--- src/rtl/collector_pkg.sv ---
// Shared types and constants for the block-read collector: FSM states, error bit
// positions and counter width helper.
package collector_pkg;

  typedef enum logic [2:0] {IDLE, REQ, WAIT, RECV, DONE} state_t;

  localparam int unsigned ERR_W     = 4;
  localparam int unsigned ERR_LEN   = 0;
  localparam int unsigned ERR_OVF   = 1;
  localparam int unsigned ERR_TMO   = 2;
  localparam int unsigned ERR_STRAY = 3;

  // Beat counter must hold DEPTH itself, hence one bit more than the address.
  function automatic int unsigned cntWidth(input int unsigned addrW);
    return addrW + 1;
  endfunction

endpackage

--- src/rtl/block_read_collector_if.sv ---
// Multiplier block-read stream: request/ready handshake plus the valid/data beat stream.
interface block_read_collector_if #(
  parameter int unsigned DATA_W = 16
);
  logic              RDY_mult;
  logic              EN_blockRead;
  logic              VALID_memVal;
  logic [DATA_W-1:0] memVal_data;

  modport master (output RDY_mult, VALID_memVal, memVal_data, input EN_blockRead);
  modport slave  (input RDY_mult, VALID_memVal, memVal_data, output EN_blockRead);
endinterface

--- src/rtl/block_read_collector_sync_fifo.sv ---
// Synchronous FIFO with registered pointers; head word is presented on popData while not empty.
module sync_fifo #(
  parameter int unsigned DATA_W     = 16,
  parameter int unsigned FIFO_DEPTH = 8
) (
  input  logic              clk,
  input  logic              rst_n,
  input  logic              push,
  input  logic [DATA_W-1:0] pushData,
  input  logic              pop,
  output logic [DATA_W-1:0] popData,
  output logic              full,
  output logic              empty
);

  localparam int unsigned PTR_W = $clog2(FIFO_DEPTH);

  logic [DATA_W-1:0] mem [FIFO_DEPTH];
  logic [PTR_W:0]    wrPtr, rdPtr;
  logic              doWrite, doRead;

  assign empty   = (wrPtr == rdPtr);
  assign full    = (wrPtr[PTR_W] != rdPtr[PTR_W]) && (wrPtr[PTR_W-1:0] == rdPtr[PTR_W-1:0]);
  // A pop in the same cycle frees the slot, so a push into a full FIFO still lands.
  assign doWrite = push && (!full || pop);
  assign doRead  = pop && !empty;
  assign popData = mem[rdPtr[PTR_W-1:0]];

  always_ff @(posedge clk or negedge rst_n) begin
    if (!rst_n) begin
      wrPtr <= '0;
      rdPtr <= '0;
    end else begin
      if (doWrite) wrPtr <= wrPtr + 1'b1;
      if (doRead)  rdPtr <= rdPtr + 1'b1;
    end
  end

  always_ff @(posedge clk) begin
    if (doWrite) mem[wrPtr[PTR_W-1:0]] <= pushData;
  end

endmodule

--- src/rtl/block_read_collector.sv ---
// Requests one block read from the multiplier, collects the streamed burst into a sum,
// a beat count and an output FIFO, and flags errors. Optional max tracking: COLLECT_MAX_EN.
module block_read_collector
  import collector_pkg::*;
#(
  parameter int unsigned DATA_W     = 16,
  parameter int unsigned ADDR_W     = 6,
  parameter int unsigned FIFO_DEPTH = 8,
  parameter int unsigned TIMEOUT    = 255
) (
  input  logic                     clk,
  input  logic                     rst_n,
  input  logic                     start,
  input  logic [ADDR_W:0]          expect_cnt,
  block_read_collector_if.slave    mult,
  output logic                     out_valid,
  output logic [DATA_W-1:0]        out_data,
  input  logic                     out_ready,
  output logic                     busy,
  output logic                     done,
  output logic [ADDR_W:0]          beat_cnt,
  output logic [DATA_W+ADDR_W-1:0] sum,
`ifdef COLLECT_MAX_EN
  output logic [DATA_W-1:0]        max_val,
`endif
  output logic [ERR_W-1:0]         err
);

  localparam int unsigned DEPTH = 2 ** ADDR_W;
  localparam int unsigned CNT_W = cntWidth(ADDR_W);
  localparam int unsigned SUM_W = DATA_W + ADDR_W;
  localparam int unsigned TMR_W = $clog2(TIMEOUT + 1);

  state_t           stateQ;
  logic [CNT_W-1:0] expQ, beatQ;
  logic [SUM_W-1:0] sumQ;
  logic [TMR_W-1:0] tmrQ;
  logic [ERR_W-1:0] errQ;
  logic             enQ, doneQ;

  logic accept, inBurst, beatValid, room, beatCounted, stray;
  logic fifoPop, fifoFull, fifoEmpty, drop;

  assign accept      = (stateQ == IDLE) && start && mult.RDY_mult;
  assign inBurst     = (stateQ == WAIT) || (stateQ == RECV);
  assign beatValid   = mult.VALID_memVal && inBurst;
  assign room        = beatQ < CNT_W'(DEPTH);
  assign beatCounted = beatValid && room;
  assign stray       = mult.VALID_memVal && !inBurst;
  assign fifoPop     = out_valid && out_ready;
  // Dropped beats are still counted and summed; only the buffered copy is lost.
  assign drop        = beatCounted && fifoFull && !fifoPop;

  always_ff @(posedge clk or negedge rst_n) begin
    if (!rst_n) begin
      stateQ <= IDLE;
      expQ   <= '0;
      beatQ  <= '0;
      sumQ   <= '0;
      tmrQ   <= '0;
      errQ   <= '0;
      enQ    <= 1'b0;
      doneQ  <= 1'b0;
    end else begin
      enQ   <= 1'b0;
      doneQ <= 1'b0;
      if (beatCounted) begin
        beatQ <= beatQ + 1'b1;
        sumQ  <= sumQ + SUM_W'(mult.memVal_data);
      end
      if (beatValid && !room) errQ[ERR_LEN]   <= 1'b1;
      if (drop)               errQ[ERR_OVF]   <= 1'b1;
      if (stray)              errQ[ERR_STRAY] <= 1'b1;
      unique case (stateQ)
        IDLE: begin
          if (accept) begin
            stateQ <= REQ;
            expQ   <= expect_cnt;
            beatQ  <= '0;
            sumQ   <= '0;
            errQ   <= '0;
          end
        end
        REQ: begin
          stateQ <= WAIT;
          enQ    <= 1'b1;
          tmrQ   <= '0;
        end
        WAIT: begin
          if (mult.VALID_memVal) begin
            stateQ <= RECV;
          end else if (tmrQ == TMR_W'(TIMEOUT)) begin
            stateQ        <= DONE;
            doneQ         <= 1'b1;
            errQ[ERR_TMO] <= 1'b1;
          end else begin
            tmrQ <= tmrQ + 1'b1;
          end
        end
        RECV: begin
          if (!mult.VALID_memVal) begin
            stateQ <= DONE;
            doneQ  <= 1'b1;
            if (beatQ != expQ) errQ[ERR_LEN] <= 1'b1;
          end
        end
        DONE:    stateQ <= IDLE;
        default: stateQ <= IDLE;
      endcase
    end
  end

`ifdef COLLECT_MAX_EN
  logic [DATA_W-1:0] maxQ;

  always_ff @(posedge clk or negedge rst_n) begin
    if (!rst_n) begin
      maxQ <= '0;
    end else if (accept) begin
      maxQ <= '0;
    end else if (beatCounted && (mult.memVal_data > maxQ)) begin
      maxQ <= mult.memVal_data;
    end
  end

  assign max_val = maxQ;
`endif

  sync_fifo #(
    .DATA_W     (DATA_W),
    .FIFO_DEPTH (FIFO_DEPTH)
  ) uFifo (
    .clk      (clk),
    .rst_n    (rst_n),
    .push     (beatCounted),
    .pushData (mult.memVal_data),
    .pop      (fifoPop),
    .popData  (out_data),
    .full     (fifoFull),
    .empty    (fifoEmpty)
  );

  assign out_valid         = !fifoEmpty;
  assign mult.EN_blockRead = enQ;
  assign busy              = (stateQ != IDLE);
  assign done              = doneQ;
  assign beat_cnt          = beatQ;
  assign sum               = sumQ;
  assign err               = errQ;

endmodule

--- src/flat_wrapper.sv ---
// flat-port wrapper written by rule: the top's interface ports become plain ports
module block_read_collector_flat import collector_pkg::*;
#(
  parameter int unsigned DATA_W     = 16,
  parameter int unsigned ADDR_W     = 6,
  parameter int unsigned FIFO_DEPTH = 8,
  parameter int unsigned TIMEOUT    = 255
)
  (clk, rst_n, start, expect_cnt, out_valid, out_data, out_ready, busy, done, beat_cnt, sum, err, mult_RDY_mult, mult_VALID_memVal, mult_memVal_data, mult_EN_blockRead);
  block_read_collector_if #(.DATA_W(DATA_W)) mult_i ();
  input  logic clk;
  input  logic rst_n;
  input  logic start;
  input  logic [ADDR_W:0] expect_cnt;
  output logic out_valid;
  output logic [DATA_W-1:0] out_data;
  input  logic out_ready;
  output logic busy;
  output logic done;
  output logic [ADDR_W:0] beat_cnt;
  output logic [DATA_W+ADDR_W-1:0] sum;
  output logic [ERR_W-1:0] err;
  input wire logic [$bits(mult_i.RDY_mult)-1:0] mult_RDY_mult;
  input wire logic [$bits(mult_i.VALID_memVal)-1:0] mult_VALID_memVal;
  input wire logic [$bits(mult_i.memVal_data)-1:0] mult_memVal_data;
  output wire logic [$bits(mult_i.EN_blockRead)-1:0] mult_EN_blockRead;
  assign mult_i.RDY_mult = mult_RDY_mult;
  assign mult_i.VALID_memVal = mult_VALID_memVal;
  assign mult_i.memVal_data = mult_memVal_data;
  assign mult_EN_blockRead = mult_i.EN_blockRead;
  block_read_collector #(.DATA_W(DATA_W), .ADDR_W(ADDR_W), .FIFO_DEPTH(FIFO_DEPTH), .TIMEOUT(TIMEOUT)) u_core (.clk(clk), .rst_n(rst_n), .start(start), .expect_cnt(expect_cnt), .mult(mult_i), .out_valid(out_valid), .out_data(out_data), .out_ready(out_ready), .busy(busy), .done(done), .beat_cnt(beat_cnt), .sum(sum), .err(err));
endmodule
--- config.mk ---
export PLATFORM = sky130hd
export DESIGN_NAME = block_read_collector_flat
export DESIGN_NICKNAME = d
export VERILOG_FILES = /design/src/rtl/collector_pkg.sv /design/src/rtl/block_read_collector_if.sv /design/src/rtl/block_read_collector_sync_fifo.sv /design/src/rtl/block_read_collector.sv /design/src/flat_wrapper.sv
export SDC_FILE = /design/constraint.sdc
export NUM_CORES = 1
export LEC_CHECK = 0
export CAP_MARGIN = 20
export CORE_AREA = 2 2 132 134
export CTS_BUF_LIST = sky130_fd_sc_hd__clkbuf_16
export CTS_CLUSTER_SIZE = 8
export DETAILED_ROUTE_END_ITERATION = 10
export DIE_AREA = 0 0 134 136
export PLACE_DENSITY = 0.82
export SLEW_MARGIN = 10
export SYNTH_ARGS = -nofsm -noshare
export SYNTH_HDL_FRONTEND = slang
export SYNTH_SLANG_ARGS = --single-unit
--- constraint.sdc ---
create_clock -name clk -period 3.1 [get_ports clk]
set_input_delay 0.93 -clock clk [delete_from_list [all_inputs] [get_ports clk]]
set_output_delay 0.93 -clock clk [all_outputs]
set_load 0.02 [all_outputs]
Yosys cells after proc, flatten, opt, wreduce, memory -nomap -nowiden
Memory sizes are Yosys's and may differ from the RTL's. Cells that the tools add are included.

Add/subtract/negate cells: 5. Order comparisons: 1. Eq/ne operators: 14. Muxes and demuxes: 33. Reductions and logical operators: 27.

Operator list (number): $mux 22 (3); $add 22x16->22 (1); $mux 7 (3); $mux 8 (2); $pmux 8 s2 (1); $mux 1 (15); $logic_and 1x1->1 (12); $mux 3 (4); $pmux 3 s4 (1); $add 4x1->4 const B (2); $add 8x1->8 const B (1); $eq 8x8->1 const B (1); $ne 2x2->1 const B (4); $add 7x1->7 const B (1); $lt 7x7->1 const B (1); $ne 7x7->1 (1); $eq 3x2->1 const B (2); $pmux 1 s2 (3); $reduce_and 3->1 (2); $logic_not 1->1 (5); $eq 4x4->1 (1); $mux 4 (1); $reduce_and 4->1 (1); $reduce_bool 2->1 (2); other kinds (9) (10).

Bits in registers: 61. Memory bits (writable): 128. Memories kept: 1.

Memory list: u_core.uFifo.mem (words 8, bits a word 16, read ports 1, clocked after Yosys merged registers in 0, write ports 1, RTL line block_read_collector_sync_fifo.sv:18) `logic [DATA_W-1:0] mem [FIFO_DEPTH];`.

Logic depth before layout (Yosys ltp)
Gate-level depths: netlist of the first run.

Word-level depth: 9. Gate-level depth with buffers: 9.

Hierarchy
A second synthesis of the first run with hierarchy kept.

Cells, all modules: 615. Area, all modules: 8713.4 um^2.

By module, submodules not included: sync_fifo (instances 1, cells an instance 242, area an instance 5504.0 um^2, seq. area each 4043.9 um^2); block_read_collector (instances 1, cells an instance 373, area an instance 3209.3 um^2, seq. area each 1326.3 um^2).

Worst setup path before layout of the first run
Ideal clock, no wire load.

Path kind: input to register. Start: input mult_VALID_memVal. End: memory u_core.uFifo.mem[4][0], enable pin. Data arrival time: 2.935 ns. Data required time: 2.687 ns. Slack: -0.248 ns. Stages on the path: 6. Path through: nand3b_4 or2_0 buf_2 a21oi_4 nand2b_1 nor3b_1.

Word-level cells in the longest chain between the ends: 5.

RTL lines: start, declared (RTL line flat_wrapper.sv:24) `input wire logic [$bits(mult_i.VALID_memVal)-1:0] mult_VALID_memVal;`; $logic_and 1x1->1 (RTL line block_read_collector.sv:46) `assign beatValid = mult.VALID_memVal && inBurst;`; $logic_and 1x1->1 (RTL line block_read_collector.sv:48) `assign beatCounted = beatValid && room;`; $logic_and 1x1->1 (RTL line block_read_collector_sync_fifo.sv:25) `assign doWrite = push && (!full || pop);`; $mux 1 (RTL line block_read_collector_sync_fifo.sv:40) `if (doWrite) mem[wrPtr[PTR_W-1:0]] <= pushData;`; $mux 1 (not written as such) (RTL line block_read_collector_sync_fifo.sv:40); end, declared (RTL line block_read_collector_sync_fifo.sv:18).

Every way passes these cells.

Worst setup path in the final report of the first run
Start: register u_core.uFifo.rdPtr[0]. End: output out_data[1].

Word-level cells in the longest chain between the ends: 1.

RTL lines: start, declared (RTL line block_read_collector_sync_fifo.sv:19) `logic [PTR_W:0] wrPtr, rdPtr;`; start signal, assigned (RTL line block_read_collector_sync_fifo.sv:35) `if (doRead) rdPtr <= rdPtr + 1'b1;`; $mem_v2 8x16; end, declared (RTL line flat_wrapper.sv:16) `output logic [DATA_W-1:0] out_data;`.

Every way passes these cells.

==> results of run 1 <==
## critical path: stages, from the launching register on
cell     delay, ps
dfrtp_2        440
buf_12         140
buf_16         130
mux4_2         520
mux2_2         290
buf_2          160
## stage by stage
stage	util (%)	TNS [ps]	hold slack [ps]
floorplan	-	0	461.7
global placement	60.51	-1983	477.1
detailed placement	60.51	-2356	481.5
CTS	64.47	0	354.5
global route	64.66	-1.473	368.1
finish	64.66	0	363.5
## area by class of cell
type | count | area, µm²
clock buffers | 17 | 425.4
clock inverters | 15 | 201.4
fillers | 1194 | 5964
inverters | 11 | 41.29
multi-input cells | 377 | 3075
flip-flops and latches | 189 | 5371
well taps | 225 | 281.5
repair buffers | 167 | 1515
## synthesized netlist by cell type, types with 3 or more instances
library cell  instances
xor2_1               20
nor3_1               14
xnor2_1              17
ha_1                 20
inv_1                11
o21a_1                6
nor2_1               38
or4_1                 3
nand2_1              66
nand4_1              12
o211ai_1              3
mux4_2               32
o21ai_0              14
mux2_2               19
dfrtp_1              61
buf_2                11
a22oi_1               3
and3_1                6
a21oi_1              22
a31oi_1               3
or3_1                 4
edfxtp_1            128
a21o_1                6
nand2b_1              3
clkbuf_1             11
nor3b_1               7
nand3_1              16
## per-layer routing
| metal | track usage (%) | up-vias | wire length [µm] |
|---|---|---|---|
| met1 | 26.73 | 2899 | 7754 |
| met3 | 5.108 | 22 | 1023 |
| met4 | 6.738 | 0 | 304 |
| li1 | - | 2604 | - |
| met2 | 43.19 | 189 | 10940 |
| met5 | 0 | - | 0 |
## placed cells by master, fill, tap and decap left out, types with 3 or more instances in the layout
cell type	count
mux2_2	19
mux4_2	32
inv_8	3
inv_1	11
nor2_1	38
clkbuf_2	4
clkdlybuf4s50_1	63
nand4_1	12
or3_1	4
buf_12	7
a21o_1	6
edfxtp_1	128
a21oi_1	22
or4_1	3
buf_4	76
o21ai_0	14
bufinv_16	3
dfrtp_1	60
nor3_2	3
nand2b_1	3
inv_6	4
a22oi_1	3
and3_1	6
nor3b_1	3
nor3_1	12
nor3b_2	4
o21a_1	6
clkbuf_16	17
nand3_1	16
o211ai_1	3
ha_1	20
xnor2_1	17
nand2_1	66
buf_2	11
xor2_1	20
a31oi_1	3
## flip-flops by register name (all words and copies together) (netlist names)
register                  flops
u_core.beat_cnt               7
u_core.done                   1
u_core.err                    4
u_core.expQ                   7
u_core.mult.EN_blockRead      1
u_core.stateQ                 3
u_core.sum                   22
u_core.tmrQ                   8
u_core.uFifo.mem            128
u_core.uFifo.rdPtr            4
u_core.uFifo.wrPtr            4
## what timing repair did
action,in CTS,in global routing
setup buffers,4,1
endpoints found under the hold margin,0,0
endpoints found under the setup margin,19,10
resized for setup,49,16
cloned,2,0
pin swaps,2,1
## power breakdown
group	leakage (nW)	internal, mW	switching (mW)
logic	1.99	2.19	2.30
registers	1.92	3.14	0.396
clock network	0.309	1.30	0.988
total	4.22	6.63	3.68
## kinds of logic (layout without fill, tap and decap cells)
| group | Yosys count | count (layout) |
|---|---|---|
| flip-flops | 189 | 189 |
| AND/OR/NAND/NOR | 184 | 184 |
| AO/OA/AOI/OAI | 83 | 83 |
| multiplexers | 52 | 52 |
| XOR/XNOR | 37 | 37 |
| buffers and inverters | 36 | 210 |
| adder cells (fa/ha/maj) | 21 | 21 |
## how the worst max path moves through the flow
stage | start | endpoint | slack [ps]
after floorplan | mult_memVal_data[0] | u_core.sum[16]$_DFF_PN0_ | 200
final | u_core.uFifo.rdPtr[0]$_DFFE_PN0P_ | out_data[1] | 70
after global routing | u_core.uFifo.rdPtr[0]$_DFFE_PN0P_ | out_data[11] | -1
after CTS | u_core.uFifo.rdPtr[0]$_DFFE_PN0P_ | out_data[12] | 8
after detailed placement | mult_memVal_data[0] | u_core.sum[16]$_DFF_PN0_ | -460
after global placement | mult_memVal_data[0] | u_core.sum[16]$_DFF_PN0_ | -440
==> impl_metrics.json, run 1 <==
{
  "clkTransAtPathRegs_ps": 70,
  "synth_mux_area_share_pct": 11.07,
  "synth_xor_area_share_pct": 3.797,
  "dieArea_um2": 18220,
  "final_cells": 1001,
  "p_per_area_nw_per_um2": 945.5,
  "grt_pass1_vias": 5943,
  "rr_worst_depth": 9,
  "timing.max_slew.rel_slack_pct": 42.23,
  "cp-end-kind": "primary output",
  "die_h_um": 136,
  "detail_route.wl_per_cell_um": 20.00,
  "antenna_cells": 0,
  "core_um2": 16880,
  "synthSimpleGateAreaFrac_pct": 10.51,
  "hold_viol_final": 0,
  "worstMarginPinSlew_ps": 860.0,
  "viasPerCell": 5.708,
  "path_class": "reg -> out",
  "hold_path_class": "in -> async",
  "setup_ws_ps": 66.73,
  "cts_made_buffers": 17,
  "cap_violations": 0,
  "finalWorstPathRequiredPeriod_ps": 3033,
  "drc_errors": 0,
  "synth_fp_nets": 652,
  "start_util_pct": 50.58,
  "ys.flop_type": "edfxtp_1",
  "grt_use_total_pct": 23.15,
  "placed_area_um2": 10210,
  "chipWidth_um": 134,
  "yosys_warnings": 0,
  "syn_to_final_growth_pct": 27.84,
  "timing.final.crit_share_pct": 97.85,
  "synth_edf_count": 128,
  "synth.top_cell.area_share_pct": 45.03,
  "timing.fmax_ghz": 0.3297,
  "worstPathArrival_ps": 2100,
  "r2r-end": "u_core.sum[16]$_DFF_PN0_",
  "grt_pass1_wl_mm": 31.69,
  "cts_tree": "built",
  "ys_seq_area_share_pct": 62.91,
  "rsz0062_at_grt": "yes",
  "ys_seq_elements": 189,
  "antenna_left": 0,
  "cts_root_buf": "clkbuf_16",
  "wl_mm": 20.02,
  "vias": 5714,
  "cp-start-kind": "flip-flop",
  "cts_hold_buf": 0,
  "place_ws_ps": -463.9,
  "layout.nets": 813,
  "antenna_found_initial": 0,
  "max-vdd-ir-drop_v": 0.0006045,
  "rrSetupSlack_ps": 650,
  "r2r-start": "u_core.sum[0]$_DFF_PN0_",
  "power.leakage_nw": 4.223,
  "dp.cells": 962,
  "mappedNetlistArea_um2": 8536,
  "setup_violations": 0,
  "ctsLongestPathBuffers": 2,
  "synth_compound_area_share_pct": 6.772,
  "clk_latency_ps": 430,
  "ctsHtreeMaxLevel": 4,
  "grt_start_max_net_pins": 33,
  "hpwl_mm": 13.48,
  "ys_async_sr_fraction_pct": 32.28,
  "rows": 48,
  "worstPathMaxFanout": 6,
  "drive_gt1_share_pct": 26.42,
  "cts_sinks": 189,
  "p_total_mw": 10.32,
  "stdcell_area_um2": 10910,
  "syn_area_per_cell_um2": 14.18,
  "dr.pass1.iters": 5,
  "synthAdderAreaFrac_pct": 3.166,
  "status": "completed",
  "drv_slew": 0,
  "required_ps": 2170,
  "gp_congestion": 0.8486,
  "fin_skew_ps": 7.996,
  "synth.distinct_cells": 63,
  "yosysTopAreaCell": "edfxtp_1",
  "grt_overflow": 0,
  "synthCells": 602,
  "synth.area.top_cells": "edfxtp_1, dfrtp_1, mux4_2",
  "synth_top_family_by_area": "multiplexers",
  "io-pin-count": 82,
  "drt_iter0_markers": 395,
  "port-buffer-count": 81
}
Note: power is estimated with default switching activity, not from simulation.
==> run 2, diff against run 1 <==
--- a/config.mk
+++ b/config.mk
@@ -12,6 +12,7 @@
 export DETAILED_ROUTE_END_ITERATION = 10
 export DIE_AREA = 0 0 134 136
 export PLACE_DENSITY = 0.82
+export RECOVER_POWER = 50
 export SLEW_MARGIN = 10
 export SYNTH_ARGS = -nofsm -noshare
 export SYNTH_HDL_FRONTEND = slang
==> run 2 against run 1 <==
The run now ends with capacitance limit, slew limit left. Register-to-register slack about the same. Clock power about the same. Non-clock buffer count unchanged. Core utilization decreased by 0.38 points. Sequential share of layout area increased by 0.29 points. Maximum frequency increased by 0.10%. Power decreased by 0.11%. Die area unchanged. Critical path depth unchanged.
==> impl_metrics.json, run 2 (same netlist as run 1, synthesis figures left out) <==
{
  "status": "complete, but fails checks",
  "failed_checks": "capacitance limit, slew limit",
  "viasPerCell": 5.730,
  "hold_viol_final": 0,
  "grt_overflow": 0,
  "power.leakage_nw": 4.157,
  "port-buffer-count": 81,
  "cts_made_buffers": 17,
  "internal_power_mw": 6.618,
  "grt_pass1_wl_mm": 31.69,
  "vias": 5736,
  "setup_ws_ps": 69.82,
  "worstPathArrival_ps": 2100,
  "power.switching_fraction_pct": 35.78,
  "seqPwrFrac_pct": 34.3,
  "chipWidth_um": 134,
  "wl_mm": 20.05,
  "place_ws_ps": -463.9,
  "clkTransAtPathRegs_ps": 70,
  "cp-end-kind": "primary output",
  "antenna_left": 0,
  "timing.max_slew.rel_slack_pct": -7.872,
  "cap_violations": 1,
  "start_util_pct": 50.58,
  "p_switching_mw": 3.687,
  "drc_errors": 0,
  "dieArea_um2": 18220,
  "hold_path_class": "in -> async",
  "rows": 48,
  "pwr-share-clk_pct": 22.3,
  "antenna_found_initial": 0,
  "hpwl_mm": 13.48,
  "finalWorstPathRequiredPeriod_ps": 3030,
  "dr.pass1.iters": 5,
  "grt_use_total_pct": 23.15,
  "max-vdd-ir-drop_v": 0.0006012,
  "path_class": "reg -> out",
  "core_um2": 16880,
  "utilization_pct": 64.28,
  "cts_hold_buf": 0,
  "worstMarginPinSlew_ps": 1618,
  "die_h_um": 136,
  "largest_reg_flops": 128,
  "nFillCells": 1206,
  "cp-start-kind": "flip-flop",
  "worstPathMaxFanout": 6,
  "clk_latency_ps": 430,
  "antenna_cells": 0,
  "grt_start_max_net_pins": 33,
  "drive_gt1_share_pct": 24.23,
  "setup_violations": 0,
  "final_common_cell": "edfxtp_1",
  "ctsLongestPathBuffers": 2,
  "fin_skew_ps": 8.990,
  "cts_tree": "built",
  "final_cells": 1001,
  "dp.cells": 962,
  "gp_congestion": 0.8486,
  "ctsHtreeMaxLevel": 4,
  "pwr-share-comb_pct": 43.5,
  "required_ps": 2170,
  "detail_route.wl_per_cell_um": 20.03,
  "cts_root_buf": "clkbuf_16",
  "drt_iter0_markers": 405,
  "p_per_area_nw_per_um2": 950.0,
  "layout_common_cells": "edfxtp_1, nand2_1, buf_4, dfrtp_1, clkdlybuf4s50_1",
  "cts_sinks": 189,
  "grt_pass1_vias": 5943,
  "timing.final.crit_share_pct": 97.75,
  "syn_to_final_growth_pct": 27.09,
  "drv_slew": 30,
  "rsz0062_at_grt": "yes",
  "layout.nets": 813,
  "timing.fmax_ghz": 0.3300,
  "io-pin-count": 82
}
run 2: area by class of cell:
type	instances	area (µm²)	area share [%]
tap	225	281.5	2.595
sequential	189	5371	49.52
inverter	11	41.29	0.3806
multi-input combinational	377	3075	28.35
timing repair buffer	167	1451	13.38
clock buffer	17	425.4	3.922
clock inverter	15	201.4	1.857
run 2: path summary, 6_finish.rpt:
kind | endpoint | slack, ps | start | cells after the start
max in group asynchronous | u_core.sum[5]$_DFF_PN0_ | 690 | rst_n | 2
setup reg to reg | u_core.sum[16]$_DFF_PN0_ | 650 | u_core.sum[0]$_DFF_PN0_ | 9
hold reg to reg | u_core.uFifo.rdPtr[3]$_DFFE_PN0P_ | 490 | u_core.uFifo.rdPtr[3]$_DFFE_PN0P_ | 1
hold / removal | u_core.err[2]$_DFFE_PN0P_ | 490 | rst_n | 1
setup / recovery | out_data[1] | 70 | u_core.uFifo.rdPtr[0]$_DFFE_PN0P_ | 5
min in group clk | u_core.uFifo.rdPtr[3]$_DFFE_PN0P_ | 490 | u_core.uFifo.rdPtr[3]$_DFFE_PN0P_ | 1
run 2: power groups by stage:
stage	combinational, mW	clock (mW)	sequential (mW)
global placement	4.30	0	3.54
floorplan	2.65	0	3.58
detailed placement	4.42	0	3.57
CTS	4.47	2.31	3.53
finish	4.48	2.29	3.53
global route	4.83	2.41	3.59
run 2: per-stage QoR:
step	total power [mW]	setup TNS [ps]	instance area (µm²)	hold WS [ps]
after floorplan	6.235	0	8566	461.7
after global routing	10.84	-1.473	10850	506.4
after CTS	10.31	0	10880	354.5
after global placement	7.835	-1983	10210	477.1
final	10.31	0	10850	487.8
after detailed placement	7.986	-2356	10210	481.5
run 2: metal layers:
layer / global-route usage [%] / routed length, µm / vias up
li1: - / - / 2602
met1: 26.73 / 7799 / 2922
met2: 43.19 / 10930 / 180
met3: 5.108 / 958 / 32
met4: 6.738 / 357 / 0
met5: 0 / 0 / -
run 2: repair_timing:
action / 4_1_cts / 5_1_grt
gates cloned: 2 / 0
endpoints found under the hold margin: 0 / 0
pin swaps: 2 / 1
setup endpoints to repair: 19 / 10
setup buffers: 4 / 1
gates resized for setup: 49 / 16
run 2: worst max-delay path, stage by stage, from the launching register on:
cell     delay (ps)
dfrtp_2         430
buf_12          140
buf_16          130
mux4_2          520
mux2_2          290
buf_2           160
==> run 3, diff against run 2 <==
--- a/config.mk
+++ b/config.mk
@@ -13,6 +13,7 @@
 export DIE_AREA = 0 0 134 136
 export PLACE_DENSITY = 0.82
 export RECOVER_POWER = 50
+export SKIP_LAST_GASP = 1
 export SLEW_MARGIN = 10
 export SYNTH_ARGS = -nofsm -noshare
 export SYNTH_HDL_FRONTEND = slang
==> constraint.sdc (replaced) <==
create_clock -name clk -period 2.65 [get_ports clk]
set_input_delay 0.795 -clock clk [delete_from_list [all_inputs] [get_ports clk]]
set_output_delay 0.795 -clock clk [all_outputs]
set_load 0.02 [all_outputs]
==> run 3 against run 2 <==
The flow finishes with violations (setup timing). Register-to-register slack worse by 470 ps. Die area stayed put. Combinational power is 33% higher. Power is 22% higher. Wire length is 5.7% higher. Critical path type unchanged. Clock power is 8.7% higher. Flip-flop and latch count stayed put. Worst setup slack worse by 340 ps. Highest routed layer unchanged. Cell count is 2.1% higher. Non-clock buffer count is 21 higher. Largest cell class unchanged. Design area is 2.3% higher.
==> impl_metrics.json, run 3 (same netlist as run 1, synthesis figures left out) <==
{
  "status": "complete, but fails checks",
  "failed_checks": "setup timing",
  "utilization_pct": 65.78,
  "timing.fmax_ghz": 0.3424,
  "ctsHtreeMaxLevel": 4,
  "cts_tree": "built",
  "cpPeakStageDelay_ps": 560,
  "power.leakage_nw": 4.323,
  "io-pin-count": 82,
  "wl_mm": 21.19,
  "crit_family": "multiplexers",
  "timing.max_slew.rel_slack_pct": 30.84,
  "grt_overflow": 0,
  "p_per_area_nw_per_um2": 1134,
  "grt_start_max_net_pins": 33,
  "dr.pass1.iters": 5,
  "cp-end-kind": "primary output",
  "cts_sinks": 189,
  "finalWorstPathRequiredPeriod_ps": 2921,
  "drc_errors": 0,
  "cp-start-kind": "flip-flop",
  "start_util_pct": 50.58,
  "layout.nets": 834,
  "detail_route.wl_per_cell_um": 20.73,
  "cts_hold_buf": 0,
  "setup_ws_ps": -270.6,
  "fin_skew_ps": 10.47,
  "antenna_found_initial": 0,
  "required_ps": 1860,
  "timing.final.crit_share_pct": 110.2,
  "r2r-end": "u_core.sum[16]$_DFF_PN0_",
  "dieArea_um2": 18220,
  "worstPathMaxFanout": 7,
  "viasPerCell": 5.824,
  "clkTransAtPathRegs_ps": 70,
  "rrSetupSlack_ps": 180,
  "chipWidth_um": 134,
  "min_from": "u_core.uFifo.wrPtr[3]$_DFFE_PN0P_",
  "drt_iter0_markers": 456,
  "syn_to_final_growth_pct": 30.05,
  "rows": 48,
  "drv_slew": 0,
  "antenna_left": 0,
  "vias": 5952,
  "crit_buf_inv": 2,
  "final_common_cell": "edfxtp_1",
  "worstMarginPinSlew_ps": 1037,
  "clk_latency_ps": 440,
  "drive_gt1_share_pct": 28.36,
  "hold_viol_final": 0,
  "cts_made_buffers": 17,
  "cts_root_buf": "clkbuf_16",
  "grt_pass1_vias": 6053,
  "hold_path_class": "reg -> reg",
  "worstSetupStartpoint": "u_core.uFifo.rdPtr[0]$_DFFE_PN0P_",
  "worstPathArrival_ps": 2130,
  "max-vdd-ir-drop_v": 0.0006321,
  "dp.cells": 979,
  "crit_chain": "buf_12, mux4_2, mux2_4, buf_6",
  "layout_common_cells": "edfxtp_1, buf_4, nand2_1",
  "holdPathStages": 1,
  "largest_reg_flops": 128,
  "r2r-start": "u_core.sum[0]$_DFF_PN0_",
  "critPathSlowestCell": "mux4_2",
  "setup_violations": 24,
  "path_class": "reg -> out",
  "ff_latch_area_um2": 5371,
  "hpwl_mm": 13.74,
  "antenna_cells": 0,
  "rsz0062_at_grt": "yes",
  "gp_congestion": 0.9406,
  "final_cells": 1022,
  "die_h_um": 136,
  "cap_violations": 0,
  "rr_worst_depth": 9,
  "holdPathEnd": "u_core.uFifo.wrPtr[3]$_DFFE_PN0P_",
  "core_um2": 16880,
  "grt_pass1_wl_mm": 33.19,
  "nFillCells": 1171,
  "port-buffer-count": 81,
  "ctsLongestPathBuffers": 2,
  "multi_input_area_um2": 3222,
  "grt_use_total_pct": 24.24
}
## run 3: through the flow
step | cell area [µm²] | TNS [ps] | setup WS [ps] | hold WS (ps) | power (mW)
after global routing | 11100 | -5714 | -305.7 | 513.6 | 13.19
after detailed placement | 10350 | -51670 | -736.1 | 483.0 | 9.588
after floorplan | 8615 | -3053 | -109.7 | 461.7 | 7.341
after CTS | 11160 | -4139 | -314.0 | 311.0 | 12.60
after global placement | 10350 | -41000 | -654.0 | 476.0 | 9.379
final | 11100 | -3997 | -270.6 | 494.4 | 12.59
## run 3: metal layers
metal	vias up	part of all wire, %	wire (µm)	GRT usage [%]
met5	-	0	0	0
met4	0	1.9	412	6.501
met3	40	5.6	1194	5.257
met2	263	53	11230	43.87
met1	3013	39	8351	29.52
li1	2636	-	-	-
## run 3: worst max path at each step
stage / end / slack (ps) / cells past startpoint
2_1_floorplan: u_core.uFifo.mem[5][0]$_DFFE_PP_ / -110 / 6
3_3_place_gp: u_core.sum[16]$_DFF_PN0_ / -650 / 10
3_5_place_dp: u_core.sum[16]$_DFF_PN0_ / -740 / 10
4_1_cts: out_data[4] / -310 / 5
5_1_grt: out_data[13] / -310 / 4
6_report: out_data[13] / -270 / 4
## run 3: report_power, final
| part | leakage (nW) | internal (mW) | switching [mW] |
|---|---|---|---|
| logic | 2.11 | 3.03 | 2.94 |
| clock network | 0.288 | 1.33 | 1.16 |
| registers | 1.92 | 3.67 | 0.452 |
## run 3: repair_timing
action	in CTS	in global routing
endpoints found under the setup margin	24	57
hold endpoints to repair	0	0
pin swaps	6	5
setup buffers	6	5
gates cloned	2	0
gates resized for setup	131	15
## run 3: worst reg2reg max path, cell delays in order (launching register included)
cell       delay (ps)
dfrtp_1           410
ha_4              150
inv_2              40
fa_2              380
and2b_2           260
o2111ai_4         150
a311oi_4          360
nor2_2            100
or4_1             480
nand3_1            90
## run 3: cell type report
class | count | share of cell area (%)
clock buffers | 17 | 3.832
clock inverters | 15 | 1.409
inverters | 11 | 0.3720
multi-input cells | 377 | 29.02
flip-flops and latches | 189 | 48.39
well taps | 225 | 2.536
repair buffers | 188 | 14.44
